==> src/rtl/double_buffer_reader_if.sv <==
// Bundle of buffer-side and stream-side signals for double_buffer_reader.
// The slave modport is the reader's view; master is the producer/sink side.
interface double_buffer_reader_if #(
    parameter int DATA_WIDTH    = 4,
    parameter int ADDRESS_WIDTH = 2
);
    logic                     newData;
    logic [ADDRESS_WIDTH-1:0] dataLength;
    logic [ADDRESS_WIDTH-1:0] readPointer;
    logic [DATA_WIDTH-1:0]    dataIn;
    logic [DATA_WIDTH-1:0]    outData;
    logic                     outValid;
    logic                     outReady;
    logic                     outLast;
    logic                     busy;
    logic                     frameDone;
    logic                     overrun;

    modport slave (
        input  newData,
        input  dataLength,
        input  dataIn,
        input  outReady,
        output readPointer,
        output outData,
        output outValid,
        output outLast,
        output busy,
        output frameDone,
        output overrun
    );

    modport master (
        output newData,
        output dataLength,
        output dataIn,
        output outReady,
        input  readPointer,
        input  outData,
        input  outValid,
        input  outLast,
        input  busy,
        input  frameDone,
        input  overrun
    );
endinterface

==> src/rtl/double_buffer_reader.sv <==
// Streams one frame out of the readable half of a double buffer per newData rising edge.
// First beat 2 clocks after the start edge, at most one word per 3 clocks; beats hold while outReady=0.
module double_buffer_reader #(
    parameter int DATA_WIDTH    = 4,
    parameter int ADDRESS_WIDTH = 2
) (
    input  logic                  clock,
    input  logic                  reset,
    double_buffer_reader_if.slave bus
);

    typedef enum logic [2:0] {
        IDLE,
        ADDR,
        LOAD,
        SEND,
        DONE
    } state_t;

    state_t                   state_q, state_d;
    logic [ADDRESS_WIDTH-1:0] read_pointer_q, read_pointer_d;
    logic [ADDRESS_WIDTH-1:0] length_q, length_d;
    logic [DATA_WIDTH-1:0]    out_data_q, out_data_d;
    logic                     out_valid_q, out_valid_d;
    logic                     out_last_q, out_last_d;
    logic                     busy_q, busy_d;
    logic                     frame_done_q, frame_done_d;
    logic                     overrun_q, overrun_d;
    logic                     pending_q, pending_d;
    logic                     new_data_prev_q, new_data_prev_d;

    logic                     new_data_rise;
    logic [ADDRESS_WIDTH-1:0] last_index;

    assign new_data_rise = bus.newData & ~new_data_prev_q;
    assign last_index    = length_q - 1'b1;

    always_comb begin
        state_d         = state_q;
        read_pointer_d  = read_pointer_q;
        length_d        = length_q;
        out_data_d      = out_data_q;
        out_valid_d     = out_valid_q;
        out_last_d      = out_last_q;
        overrun_d       = overrun_q;
        pending_d       = pending_q;
        new_data_prev_d = bus.newData;

        case (state_q)
            IDLE: begin
                if (new_data_rise) begin
                    length_d       = bus.dataLength;
                    read_pointer_d = '0;
                    state_d        = (bus.dataLength == '0) ? DONE : ADDR;
                end
            end
            ADDR: begin
                state_d = LOAD;
            end
            LOAD: begin
                out_data_d  = bus.dataIn;
                out_valid_d = 1'b1;
                out_last_d  = (read_pointer_q == last_index);
                state_d     = SEND;
            end
            SEND: begin
                if (bus.outReady) begin
                    out_valid_d    = 1'b0;
                    out_last_d     = 1'b0;
                    read_pointer_d = read_pointer_q + 1'b1;
                    state_d        = out_last_q ? DONE : ADDR;
                end
            end
            DONE: begin
                // An edge arriving in DONE itself is treated as pending, so it is not lost.
                if (pending_q || new_data_rise) begin
                    length_d       = bus.dataLength;
                    read_pointer_d = '0;
                    state_d        = (bus.dataLength == '0) ? DONE : ADDR;
                    pending_d      = pending_q && new_data_rise;
                end else begin
                    state_d = IDLE;
                end
            end
            default: begin
                state_d = IDLE;
            end
        endcase

        // Edges during an active frame queue at most one follow-up frame.
        if (new_data_rise && (state_q == ADDR || state_q == LOAD || state_q == SEND)) begin
            if (pending_q) begin
                overrun_d = 1'b1;
            end else begin
                pending_d = 1'b1;
            end
        end

        busy_d       = (state_d != IDLE);
        frame_done_d = (state_d == DONE);
    end

    always_ff @(posedge clock) begin
        if (reset) begin
            state_q         <= IDLE;
            read_pointer_q  <= '0;
            length_q        <= '0;
            out_data_q      <= '0;
            out_valid_q     <= 1'b0;
            out_last_q      <= 1'b0;
            busy_q          <= 1'b0;
            frame_done_q    <= 1'b0;
            overrun_q       <= 1'b0;
            pending_q       <= 1'b0;
            // Held high so a newData level already asserted at release is not an edge.
            new_data_prev_q <= 1'b1;
        end else begin
            state_q         <= state_d;
            read_pointer_q  <= read_pointer_d;
            length_q        <= length_d;
            out_data_q      <= out_data_d;
            out_valid_q     <= out_valid_d;
            out_last_q      <= out_last_d;
            busy_q          <= busy_d;
            frame_done_q    <= frame_done_d;
            overrun_q       <= overrun_d;
            pending_q       <= pending_d;
            new_data_prev_q <= new_data_prev_d;
        end
    end

    assign bus.readPointer = read_pointer_q;
    assign bus.outData     = out_data_q;
    assign bus.outValid    = out_valid_q;
    assign bus.outLast     = out_last_q;
    assign bus.busy        = busy_q;
    assign bus.frameDone   = frame_done_q;
    assign bus.overrun     = overrun_q;

endmodule

==> src/flat_wrapper.sv <==
// flat-port wrapper written by rule: the top's interface ports become plain ports
module double_buffer_reader_flat 
#(
    parameter int DATA_WIDTH    = 4,
    parameter int ADDRESS_WIDTH = 2
)
  (clock, reset, bus_newData, bus_dataLength, bus_dataIn, bus_outReady, bus_readPointer, bus_outData, bus_outValid, bus_outLast, bus_busy, bus_frameDone, bus_overrun);
  double_buffer_reader_if #(.DATA_WIDTH(DATA_WIDTH), .ADDRESS_WIDTH(ADDRESS_WIDTH)) bus_i ();
  input  logic clock;
  input  logic reset;
  input wire logic [$bits(bus_i.newData)-1:0] bus_newData;
  input wire logic [$bits(bus_i.dataLength)-1:0] bus_dataLength;
  input wire logic [$bits(bus_i.dataIn)-1:0] bus_dataIn;
  input wire logic [$bits(bus_i.outReady)-1:0] bus_outReady;
  output wire logic [$bits(bus_i.readPointer)-1:0] bus_readPointer;
  output wire logic [$bits(bus_i.outData)-1:0] bus_outData;
  output wire logic [$bits(bus_i.outValid)-1:0] bus_outValid;
  output wire logic [$bits(bus_i.outLast)-1:0] bus_outLast;
  output wire logic [$bits(bus_i.busy)-1:0] bus_busy;
  output wire logic [$bits(bus_i.frameDone)-1:0] bus_frameDone;
  output wire logic [$bits(bus_i.overrun)-1:0] bus_overrun;
  assign bus_i.newData = bus_newData;
  assign bus_i.dataLength = bus_dataLength;
  assign bus_i.dataIn = bus_dataIn;
  assign bus_i.outReady = bus_outReady;
  assign bus_readPointer = bus_i.readPointer;
  assign bus_outData = bus_i.outData;
  assign bus_outValid = bus_i.outValid;
  assign bus_outLast = bus_i.outLast;
  assign bus_busy = bus_i.busy;
  assign bus_frameDone = bus_i.frameDone;
  assign bus_overrun = bus_i.overrun;
  double_buffer_reader #(.DATA_WIDTH(DATA_WIDTH), .ADDRESS_WIDTH(ADDRESS_WIDTH)) u_core (.clock(clock), .reset(reset), .bus(bus_i));
endmodule
==> config.mk <==
export PLATFORM = sky130hd
export DESIGN_NAME = double_buffer_reader_flat
export DESIGN_NICKNAME = d
export VERILOG_FILES = /design/src/rtl/double_buffer_reader_if.sv /design/src/rtl/double_buffer_reader.sv /design/src/flat_wrapper.sv
export SDC_FILE = /design/constraint.sdc
export NUM_CORES = 1
export LEC_CHECK = 0
export CORE_MARGIN = 5
export CORE_UTILIZATION = 48
export CTS_BUF_LIST = sky130_fd_sc_hd__clkbuf_4 sky130_fd_sc_hd__clkbuf_8
export DETAILED_ROUTE_END_ITERATION = 16
export PLACE_DENSITY = 0.8
export SETUP_SLACK_MARGIN = 0.02
export SYNTH_ARGS = -nofsm -noshare
export SYNTH_HDL_FRONTEND = slang
export SYNTH_SLANG_ARGS = --single-unit
export TNS_END_PERCENT = 10
==> constraint.sdc <==
create_clock -name clock -period 1.4 [get_ports clock]
set_input_delay 0.28 -clock clock [delete_from_list [all_inputs] [get_ports clock]]
set_output_delay 0.28 -clock clock [all_outputs]
set_load 0.02 [all_outputs]
# [Yosys cells after proc, flatten, opt, wreduce, memory -nomap -nowiden]
# Cells that the tools add are included.
[classes] n_addsub=2 bitwise=2 n_mux=20 eq_ne=9 reduce_logical=15
[ops] operator="two-way mux 3 bit" n=5
[ops] operator="case mux 3 bit (5 select lines)" n=1
[ops] operator="two-way mux 2 bit" n=5
[ops] operator="== test 3 x 2 -> 1 bit, second input constant" n=2
[ops] operator="== test 3 bit, second input constant" n=2
[ops] operator="case mux 2 bit (3 select lines)" n=1
[ops] operator="nonzero test 3 bit" n=2
[ops] operator="two-way mux 1 bit" n=5
[ops] operator="!= test 2 x 1 -> 1 bit, second input constant" n=2
[ops] operator="case mux 1 bit (2 select lines)" n=2
[ops] operator="case mux 2 bit (2 select lines)" n=1
[ops] operator="AND reduction 2 bit" n=2
[ops] operator="AND reduction 4 bit" n=1
[ops] operator="nonzero test 2 bit" n=2
[ops] operator="== test 3 x 1 -> 1 bit, second input constant" n=1
[ops] operator="logical NOT 3 bit" n=1
[ops] operator="logical OR 1 bit" n=3
[ops] operator="AND reduction 3 bit" n=1
[ops] operator="adder 2 x 1 -> 2 bit, second input constant" n=1
[ops] operator="== test 2 bit" n=1
[ops] operator="logical AND 1 bit" n=2
[ops] operator="logical NOT 2 bit" n=1
[ops] operator="!= test 2 bit, second input constant" n=1
[ops] operator="subtractor 2 x 1 -> 2 bit, second input constant" n=1
[ops] operator="2 further kinds" n=2
[word_totals] elab_cells=59 regBits=18 in_bits=10

# [Depth between registers and ports, before layout]
# Gate-level depths: netlist of the first run.
[logic_depth] ltp_word=7 mapped_depth=5 ltp_nobuf=4

# [Worst setup path after synthesis of the first run]
# No wires, ideal clock.
[synth_path] path_type="reg2reg" startpoint="register u_core.read_pointer_q[1] (netlist: u_core.bus.readPointer[1])" endpoint="register u_core.read_pointer_q[1] (netlist: u_core.bus.readPointer[1])" path_slack_ns=0.241 stages_incl_launch_ff=4 path_buffers=0 setup_time_ns=0.065 period_less_slack_ns=1.159 t_arrival_ns=1.094 cell_sequence="dfxtp_1 -> mux2_2 -> o22a_1 -> nor2_1"
[synth_via] elab_chain_cells=3
[synth_lines] element="from (decl)" line_no="double_buffer_reader.sv:21" source="logic [ADDRESS_WIDTH-1:0] read_pointer_q, read_pointer_d;"
[synth_lines] element="from (signal assigned)" line_no="double_buffer_reader.sv:119" source="read_pointer_q <= read_pointer_d;"
[synth_lines] element="adder 2 x 1 -> 2 bit" line_no="double_buffer_reader.sv:70" source="read_pointer_d = read_pointer_q + 1'b1;"
[synth_lines] element="two-way mux 2 bit" line_no="double_buffer_reader.sv:67" source="if (bus.outReady) begin"
[synth_lines] element="case mux 2 bit (3 select lines)" line_no="double_buffer_reader.sv:49" source="case (state_q)"
# Every way passes these cells. The select of a mux whose other input is x is not followed.
# A chain may end at the register's enable or synchronous reset.

# [Worst setup path in the final report of the first run]
[layout_path] startpoint="register u_core.out_last_q (netlist: u_core.bus.outLast)" endpoint="output bus_outLast"
[layout_rtl] element="from (decl)" line_no="double_buffer_reader.sv:25" source="logic out_last_q, out_last_d;"
[layout_rtl] element="from (signal assigned)" line_no="double_buffer_reader.sv:123" source="out_last_q <= out_last_d;"
[layout_rtl] element="to (decl)" line_no="flat_wrapper.sv:18" source="output wire logic [$bits(bus_i.outLast)-1:0] bus_outLast;"
# No word-level cell between the ends.

==> results of run 1 <==
[per-stage QoR]
step	cell area (µm²)	hold WS (ns)	instances	total power, mW
6_report	1020	0.4769	125	0.9282
3_5_place_dp	1011	0.4615	122	0.7027
5_1_grt	1020	0.5031	125	0.9810
4_1_cts	1020	0.4826	125	0.9376
3_3_place_gp	1011	0.4555	122	0.6993
2_1_floorplan	773.2	0.3491	82	0.6375
[worst min path at each step]
| stage | cells past startpoint | from | slack (ns) | end |
|---|---|---|---|---|
| 5_1_grt | 2 | u_core.bus.overrun | 0.50 | u_core.bus.overrun |
| 2_1_floorplan | 1 | reset | 0.35 | u_core.bus.readPointer[0] |
| 3_5_place_dp | 2 | u_core.bus.overrun | 0.46 | u_core.bus.overrun |
| 4_1_cts | 2 | u_core.bus.overrun | 0.48 | u_core.bus.overrun |
| 3_3_place_gp | 2 | u_core.bus.overrun | 0.46 | u_core.bus.overrun |
| 6_report | 2 | u_core.bus.overrun | 0.48 | u_core.bus.overrun |
[power breakdown]
group	leakage, nW	total, mW	internal (mW)	switching (mW)
clock network	0.0138	0.245	0.0999	0.146
registers	0.146	0.544	0.531	0.0126
logic	0.269	0.139	0.0725	0.0665
total	0.429	0.928	0.704	0.225
[synth_stat cells (2+ instances only)]
library cell	number	area (µm²)
sky130_fd_sc_hd__o21ai_0	3	15.01
sky130_fd_sc_hd__nor2_1	15	56.30
sky130_fd_sc_hd__dfxtp_1	18	360.4
sky130_fd_sc_hd__nand2b_1	2	12.51
sky130_fd_sc_hd__mux2i_1	7	70.07
sky130_fd_sc_hd__a21oi_1	6	30.03
sky130_fd_sc_hd__or2_2	3	18.77
sky130_fd_sc_hd__nand2_1	6	22.52
[state kept, by name, indices dropped and copies added (netlist names)]
| register | cells |
|---|---|
| u_core.length_q | 2 |
| u_core.bus.outLast | 1 |
| u_core.bus.outData | 4 |
| u_core.bus.overrun | 1 |
| u_core.bus.readPointer | 2 |
| u_core.pending_q | 1 |
| u_core.state_q | 3 |
| u_core.bus.outValid | 1 |
| u_core.new_data_prev_q | 1 |
| u_core.bus.frameDone | 1 |
| u_core.bus.busy | 1 |
[cells by family after synthesis]
group                  after synthesis  share of synthesized area [%]
AND/OR/NAND/NOR                     36                          24.11
buffers and inverters                3                          4.044
XOR/XNOR                             1                          1.133
multiplexers                         8                          10.52
AO/OA/AOI/OAI                       16                          13.59
flip-flops                          18                          46.60
[area by class of cell]
| cell class | instances | area [µm²] | area share [%] |
|---|---|---|---|
| Clock buffer | 3 | 22.52 | 2.209 |
| Tap cell | 16 | 20.02 | 1.963 |
| Multi-Input combinational cell | 61 | 381.6 | 37.42 |
| Sequential cell | 18 | 360.3 | 35.34 |
| Inverter | 1 | 3.754 | 0.3681 |
| Timing Repair Buffer | 26 | 231.5 | 22.70 |
[cell usage in the layout, fill, tap and decap left out, types with 2 or more instances in the layout]
cell type,count
sky130_fd_sc_hd__clkbuf_4,3
sky130_fd_sc_hd__dfxtp_1,18
sky130_fd_sc_hd__nand2_1,6
sky130_fd_sc_hd__o21ai_0,3
sky130_fd_sc_hd__nand2b_1,2
sky130_fd_sc_hd__nor2_1,15
sky130_fd_sc_hd__mux2i_1,7
sky130_fd_sc_hd__or2_2,3
sky130_fd_sc_hd__dlygate4sd2_1,11
sky130_fd_sc_hd__buf_4,6
sky130_fd_sc_hd__a21oi_1,6
sky130_fd_sc_hd__clkdlybuf4s50_1,9
[what timing repair did]
action                                  CTS  global route
hold buffers                              0             0
hold endpoints to repair                  0             0
endpoints found under the setup margin   11             0
gates resized for setup                  11             0
[metal layers]
layer	wire, µm	global-route usage [%]	share of wire, %
met4	27	6.550	1.7
met2	763	22.38	48
met1	744	16.79	46
met5	0	0	0
met3	69	3.550	4.3
==> metrics.txt, run 1 <==
# TYPE chip_impl_metric gauge
chip_impl_info{name="reg2reg_to",value="u_core.bus.outData[0]"} 1
chip_impl_metric{name="avgRoutedWirePerCell",unit="µm"} 12.82
chip_impl_metric{name="synth-seq-cells",unit=""} 18
chip_impl_info{name="timing.critical_path.from_type",value="register"} 1
chip_impl_metric{name="post_drt_via_cell_ratio",unit=""} 5.344
chip_impl_metric{name="cp.buffers_inverters",unit=""} 1
chip_impl_metric{name="global_route.overflow_total",unit=""} 0
chip_impl_metric{name="slew_viol_final",unit=""} 0
chip_impl_metric{name="cts_buffers",unit=""} 3
chip_impl_metric{name="detail_route.wirelength",unit="µm"} 1603
chip_impl_metric{name="layout.filler_cells",unit=""} 138
chip_impl_info{name="status",value="finished clean"} 1
chip_impl_metric{name="area_growth",unit="%"} 31.88
chip_impl_metric{name="grt_max_degree",unit=""} 10
chip_impl_info{name="yosys_most_used_dff",value="sky130_fd_sc_hd__dfxtp_1"} 1
chip_impl_info{name="critPathCaptureType",value="primary output"} 1
chip_impl_metric{name="syn_warnings",unit=""} 0
chip_impl_metric{name="die_area",unit="µm²"} 2514
chip_impl_metric{name="core_area",unit="µm²"} 1524
chip_impl_info{name="critical_path.cell_chain",value="dlygate4sd2_1"} 1
chip_impl_metric{name="fmax",unit="MHz"} 772.0
chip_impl_metric{name="finalWorstPathRequiredPeriod",unit="ns"} 1.295
chip_impl_metric{name="number_of_placement_rows",unit=""} 14
chip_impl_info{name="worst_r2r_startpoint",value="u_core.state_q[1]"} 1
chip_impl_metric{name="htree_num_levels",unit=""} 1
chip_impl_metric{name="synth_async_reset_ratio",unit="%"} 0
chip_impl_metric{name="finalHoldViolations",unit=""} 0
chip_impl_metric{name="timing.critical_path.required",unit="ns"} 1.12
chip_impl_metric{name="drcViolationCount",unit=""} 0
chip_impl_metric{name="clk_path_buf_depth",unit=""} 2
chip_impl_metric{name="p_leak",unit="nW"} 0.4290
chip_impl_metric{name="initial_utilization",unit="%"} 50.74
chip_impl_metric{name="antenna-diode-count",unit=""} 0
chip_impl_info{name="rsz0062_at_grt",value="false"} 1
chip_impl_metric{name="synthesis.area",unit="µm²"} 773.2
chip_impl_metric{name="cts.sinks",unit=""} 18
chip_impl_metric{name="pwr_density_cell",unit="nW/µm²"} 910.2
chip_impl_metric{name="timing.reg2reg.worst_path_depth",unit=""} 4
chip_impl_info{name="cp-startpoint",value="u_core.bus.outLast"} 1
chip_impl_metric{name="nNetsFinal",unit=""} 121
chip_impl_metric{name="synthesis.area_per_instance",unit="µm²"} 9.430
chip_impl_metric{name="gr-usage-all-layers",unit="%"} 13.77
chip_impl_metric{name="synth.lib_cells_used.distinct",unit=""} 30
chip_impl_info{name="critical-path-slowest-cell",value="sky130_fd_sc_hd__dfxtp_1"} 1
chip_impl_metric{name="final_worst_setup_slack",unit="ns"} 0.1047
chip_impl_metric{name="post_cts_buffers",unit=""} 0
chip_impl_metric{name="synth.net_count",unit=""} 92
chip_impl_metric{name="finalSetupViolations",unit=""} 0
chip_impl_metric{name="critical_path.max_fanout",unit=""} 4
chip_impl_metric{name="drt.antenna.violating_nets",unit=""} 0
chip_impl_info{name="root_buffer_cell",value="sky130_fd_sc_hd__clkbuf_4"} 1
chip_impl_info{name="path_class",value="reg2out"} 1
chip_impl_info{name="crit_path_end",value="bus_outLast"} 1
chip_impl_metric{name="place.gp.congestion",unit=""} 0.8424
chip_impl_info{name="worst_hold_path_class",value="reg2reg"} 1
chip_impl_metric{name="finish.utilization",unit="%"} 66.91
chip_impl_metric{name="sum_neg_setup_slack",unit="ns"} 0
chip_impl_metric{name="cpPeakStageDelay",unit="ns"} 0.38
chip_impl_metric{name="rrSetupSlack",unit="ns"} 0.18
chip_impl_metric{name="drt_pass1_iterations",unit=""} 4
chip_impl_metric{name="relative_slew_slack",unit="%"} 78.26
chip_impl_info{name="critical_path.top_delay_family",value="flip-flops"} 1
chip_impl_metric{name="routed-via-count",unit=""} 668
chip_impl_metric{name="synth.yosys.seq_area_share",unit="%"} 46.60
chip_impl_metric{name="syn_inst",unit=""} 82
chip_impl_metric{name="worst_clock_skew",unit="ns"} 0.009286
chip_impl_metric{name="drive_above_1_share",unit="%"} 15.60
chip_impl_metric{name="clkTransAtPathRegs",unit="ns"} 0.10
chip_impl_metric{name="clock_insertion_delay_worst_skew",unit="ns"} 0.29
chip_impl_metric{name="grt_antenna_before_repair",unit=""} 0
chip_impl_metric{name="port_bufs",unit=""} 20
chip_impl_metric{name="die_w",unit="µm"} 50.14
chip_impl_metric{name="cap_viol_max_count",unit=""} 0
chip_impl_metric{name="first_global_vias",unit=""} 636
chip_impl_metric{name="grt_first_pass_wirelength",unit="µm"} 2711
chip_impl_metric{name="drt_iter0_drc",unit=""} 3
chip_impl_metric{name="chipHeight",unit="µm"} 50.14
chip_impl_metric{name="final_min_period_over_clock_period",unit="%"} 92.53
chip_impl_info{name="cts_tree",value="built"} 1
chip_impl_metric{name="irDropWorstVdd",unit="mV"} 0.6351
chip_impl_metric{name="detailedPlace.worstSlack",unit="ns"} -0.1461
chip_impl_metric{name="synth_enable_flop_cells",unit=""} 0
chip_impl_metric{name="worst-path-stages",unit=""} 1
chip_impl_metric{name="cp.arrival",unit="ns"} 1.02
chip_impl_metric{name="final_hpwl_from_detailed_placement",unit="µm"} 1236
chip_impl_metric{name="io_pins",unit=""} 21
chip_impl_metric{name="tightestPinTransition",unit="ns"} 0.3232
Power figures use the tool's default switching activity.
==> run 2, diff against run 1 <==
--- a/config.mk
+++ b/config.mk
@@ -9,7 +9,7 @@
 export CORE_UTILIZATION = 48
 export CTS_BUF_LIST = sky130_fd_sc_hd__clkbuf_4 sky130_fd_sc_hd__clkbuf_8
 export DETAILED_ROUTE_END_ITERATION = 16
-export PLACE_DENSITY = 0.8
+export PLACE_DENSITY = 0.79
 export SETUP_SLACK_MARGIN = 0.02
 export SYNTH_ARGS = -nofsm -noshare
 export SYNTH_HDL_FRONTEND = slang
==> constraint.sdc (replaced) <==
create_clock -name clock -period 1.45 [get_ports clock]
set_input_delay 0.29 -clock clock [delete_from_list [all_inputs] [get_ports clock]]
set_output_delay 0.29 -clock clock [all_outputs]
set_load 0.02 [all_outputs]
==> metrics.txt, run 2 (synthesis gave the netlist of run 1 again) <==
# TYPE chip_impl_metric gauge
chip_impl_info{name="status",value="finished clean"} 1
chip_impl_metric{name="clock_insertion_delay_worst_skew",unit="ns"} 0.29
chip_impl_metric{name="die_w",unit="µm"} 50.14
chip_impl_metric{name="postCtsHoldBufs",unit=""} 0
chip_impl_info{name="layout_common_cells",value="sky130_fd_sc_hd__dfxtp_1 (18), sky130_fd_sc_hd__nor2_1 (15), sky130_fd_sc_hd__dlygate4sd2_1 (11)"} 1
chip_impl_metric{name="drt.antenna.violating_nets",unit=""} 0
chip_impl_metric{name="worst_clock_skew",unit="ns"} 0.002037
chip_impl_metric{name="finalHoldViolations",unit=""} 0
chip_impl_metric{name="sum_neg_setup_slack",unit="ns"} 0
chip_impl_metric{name="critical_path.max_fanout",unit=""} 4
chip_impl_metric{name="area_growth",unit="%"} 33.66
chip_impl_info{name="path_class",value="reg2out"} 1
chip_impl_metric{name="place_inst",unit=""} 122
chip_impl_metric{name="relative_slew_slack",unit="%"} 80.66
chip_impl_metric{name="total_power",unit="mW"} 0.9611
chip_impl_metric{name="min_delay_path_depth",unit=""} 2
chip_impl_metric{name="grt_first_pass_wirelength",unit="µm"} 2691
chip_impl_metric{name="final_min_period_over_clock_period",unit="%"} 90.97
chip_impl_metric{name="p_leak",unit="nW"} 0.4362
chip_impl_metric{name="avgRoutedWirePerCell",unit="µm"} 12.29
chip_impl_metric{name="cp.buffers_inverters",unit=""} 1
chip_impl_info{name="critical-path-slowest-cell",value="sky130_fd_sc_hd__dfxtp_1"} 1
chip_impl_metric{name="max_ffs_per_register",unit=""} 4
chip_impl_metric{name="antenna-diode-count",unit=""} 0
chip_impl_metric{name="post_cts_buffers",unit=""} 0
chip_impl_info{name="critPathCaptureType",value="primary output"} 1
chip_impl_info{name="hold_end",value="u_core.bus.overrun"} 1
chip_impl_metric{name="slew_viol_final",unit=""} 0
chip_impl_metric{name="routed-via-count",unit=""} 680
chip_impl_metric{name="number_of_placement_rows",unit=""} 14
chip_impl_info{name="worst_r2r_startpoint",value="u_core.state_q[1]"} 1
chip_impl_metric{name="initial_utilization",unit="%"} 50.74
chip_impl_metric{name="first_global_vias",unit=""} 636
chip_impl_info{name="critical_path.cell_chain",value="dlygate4sd2_1"} 1
chip_impl_info{name="timing.critical_path.from_type",value="register"} 1
chip_impl_info{name="worst_hold_path_class",value="reg2reg"} 1
chip_impl_info{name="final_common_cell",value="sky130_fd_sc_hd__dfxtp_1"} 1
chip_impl_metric{name="clkTransAtPathRegs",unit="ns"} 0.09
chip_impl_metric{name="grt_max_degree",unit=""} 11
chip_impl_metric{name="drt_iter0_drc",unit=""} 11
chip_impl_info{name="critical_path.top_delay_family",value="flip-flops"} 1
chip_impl_metric{name="timing.critical_path.required",unit="ns"} 1.16
chip_impl_metric{name="finalSetupViolations",unit=""} 0
chip_impl_metric{name="core_area",unit="µm²"} 1524
chip_impl_metric{name="cp.arrival",unit="ns"} 1.03
chip_impl_metric{name="place.gp.congestion",unit=""} 0.8450
chip_impl_info{name="worst_hold_startpoint",value="u_core.bus.overrun"} 1
chip_impl_metric{name="global_route.overflow_total",unit=""} 0
chip_impl_metric{name="pwr_density_cell",unit="nW/µm²"} 929.9
chip_impl_metric{name="cts.sinks",unit=""} 18
chip_impl_metric{name="drive_above_1_share",unit="%"} 16.36
chip_impl_metric{name="io_pins",unit=""} 21
chip_impl_metric{name="drcViolationCount",unit=""} 0
chip_impl_metric{name="detail_route.wirelength",unit="µm"} 1549
chip_impl_info{name="rsz0062_at_grt",value="false"} 1
chip_impl_metric{name="fmax",unit="MHz"} 758.1
chip_impl_metric{name="tightestPinTransition",unit="ns"} 0.2875
chip_impl_metric{name="htree_num_levels",unit=""} 1
chip_impl_metric{name="final_hpwl_from_detailed_placement",unit="µm"} 1234
chip_impl_metric{name="chipHeight",unit="µm"} 50.14
chip_impl_info{name="reg2reg_to",value="u_core.bus.outData[0]"} 1
chip_impl_metric{name="clk_path_buf_depth",unit=""} 2
chip_impl_metric{name="port_bufs",unit=""} 20
chip_impl_metric{name="cpPeakStageDelay",unit="ns"} 0.38
chip_impl_metric{name="post_drt_via_cell_ratio",unit=""} 5.397
chip_impl_metric{name="irDropWorstVdd",unit="mV"} 0.6492
chip_impl_metric{name="gr-usage-all-layers",unit="%"} 13.88
chip_impl_metric{name="cts_buffers",unit=""} 3
chip_impl_metric{name="finalWorstPathRequiredPeriod",unit="ns"} 1.319
chip_impl_metric{name="layout.filler_cells",unit=""} 133
chip_impl_metric{name="drt_pass1_iterations",unit=""} 4
chip_impl_metric{name="cap_viol_max_count",unit=""} 0
chip_impl_metric{name="nNetsFinal",unit=""} 121
chip_impl_metric{name="timing.reg2reg.worst_path_depth",unit=""} 4
chip_impl_metric{name="finish.utilization",unit="%"} 67.82
chip_impl_metric{name="rrSetupSlack",unit="ns"} 0.25
chip_impl_info{name="root_buffer_cell",value="sky130_fd_sc_hd__clkbuf_4"} 1
chip_impl_metric{name="grt_antenna_before_repair",unit=""} 0
chip_impl_info{name="cts_tree",value="built"} 1
chip_impl_metric{name="final_cell_count_no_fill",unit=""} 126
chip_impl_metric{name="die_area",unit="µm²"} 2514
run 2: changes by cell type in the layout (fill, tap and decap cells not counted), sizes merged:
cell and delta:
clkbuf +1
run 2: metal layers:
layer	up-vias	share of wire, %	GRT usage, %
li1	339	-	-
met1	314	43	15.09
met3	7	8.1	7.101
met2	20	46	22.38
met5	-	0	0
met4	0	2.3	6.114
run 2: final cells by class:
type	instances	area, µm²	share of cell area (%)
clock buffer	4	36.28	3.511
inverter	1	3.754	0.3632
multi-input combinational	61	381.6	36.92
sequential	18	360.3	34.87
tap	16	20.02	1.937
timing repair buffer	26	231.5	22.40
run 2: worst min-delay path, stage by stage (launching register included):
cell	delay, ns
sky130_fd_sc_hd__dfxtp_1	0.34
sky130_fd_sc_hd__a31oi_1	0.05
sky130_fd_sc_hd__nor2_1	0.07
run 2: worst max-delay path by stage:
stage                              start                   endpoint  slack [ns]  cells after the start
2_1_floorplan  u_core.bus.readPointer[1]  u_core.bus.readPointer[1]        0.29                      3
3_3_place_gp                bus_outReady  u_core.bus.readPointer[1]       -0.07                      5
3_5_place_dp                 bus_newData         u_core.length_q[1]       -0.09                      5
4_1_cts               u_core.bus.outLast                bus_outLast        0.11                      1
5_1_grt               u_core.bus.outLast                bus_outLast        0.08                      1
6_report              u_core.bus.outLast                bus_outLast        0.13                      1
run 2: power by group:
group          total (mW)  switching (mW)  internal (mW)
clock               0.302           0.149          0.153
sequential          0.525          0.0123          0.513
combinational       0.134          0.0636         0.0699
total               0.961           0.225          0.736
run 2: what timing repair did:
| item | in CTS | in global routing |
|---|---|---|
| setup endpoints to repair | 11 | 0 |
| gates resized for setup | 11 | 0 |
| hold endpoints to repair | 0 | 0 |
run 2: through the flow:
step | area [µm²] | hold WS [ns] | worst slack, ns
6_report | 1033 | 0.4930 | 0.1309
5_1_grt | 1033 | 0.5396 | 0.07621
4_1_cts | 1033 | 0.4997 | 0.1130
3_5_place_dp | 1011 | 0.4761 | -0.09498
3_3_place_gp | 1011 | 0.4574 | -0.07333
2_1_floorplan | 773.2 | 0.3591 | 0.2914
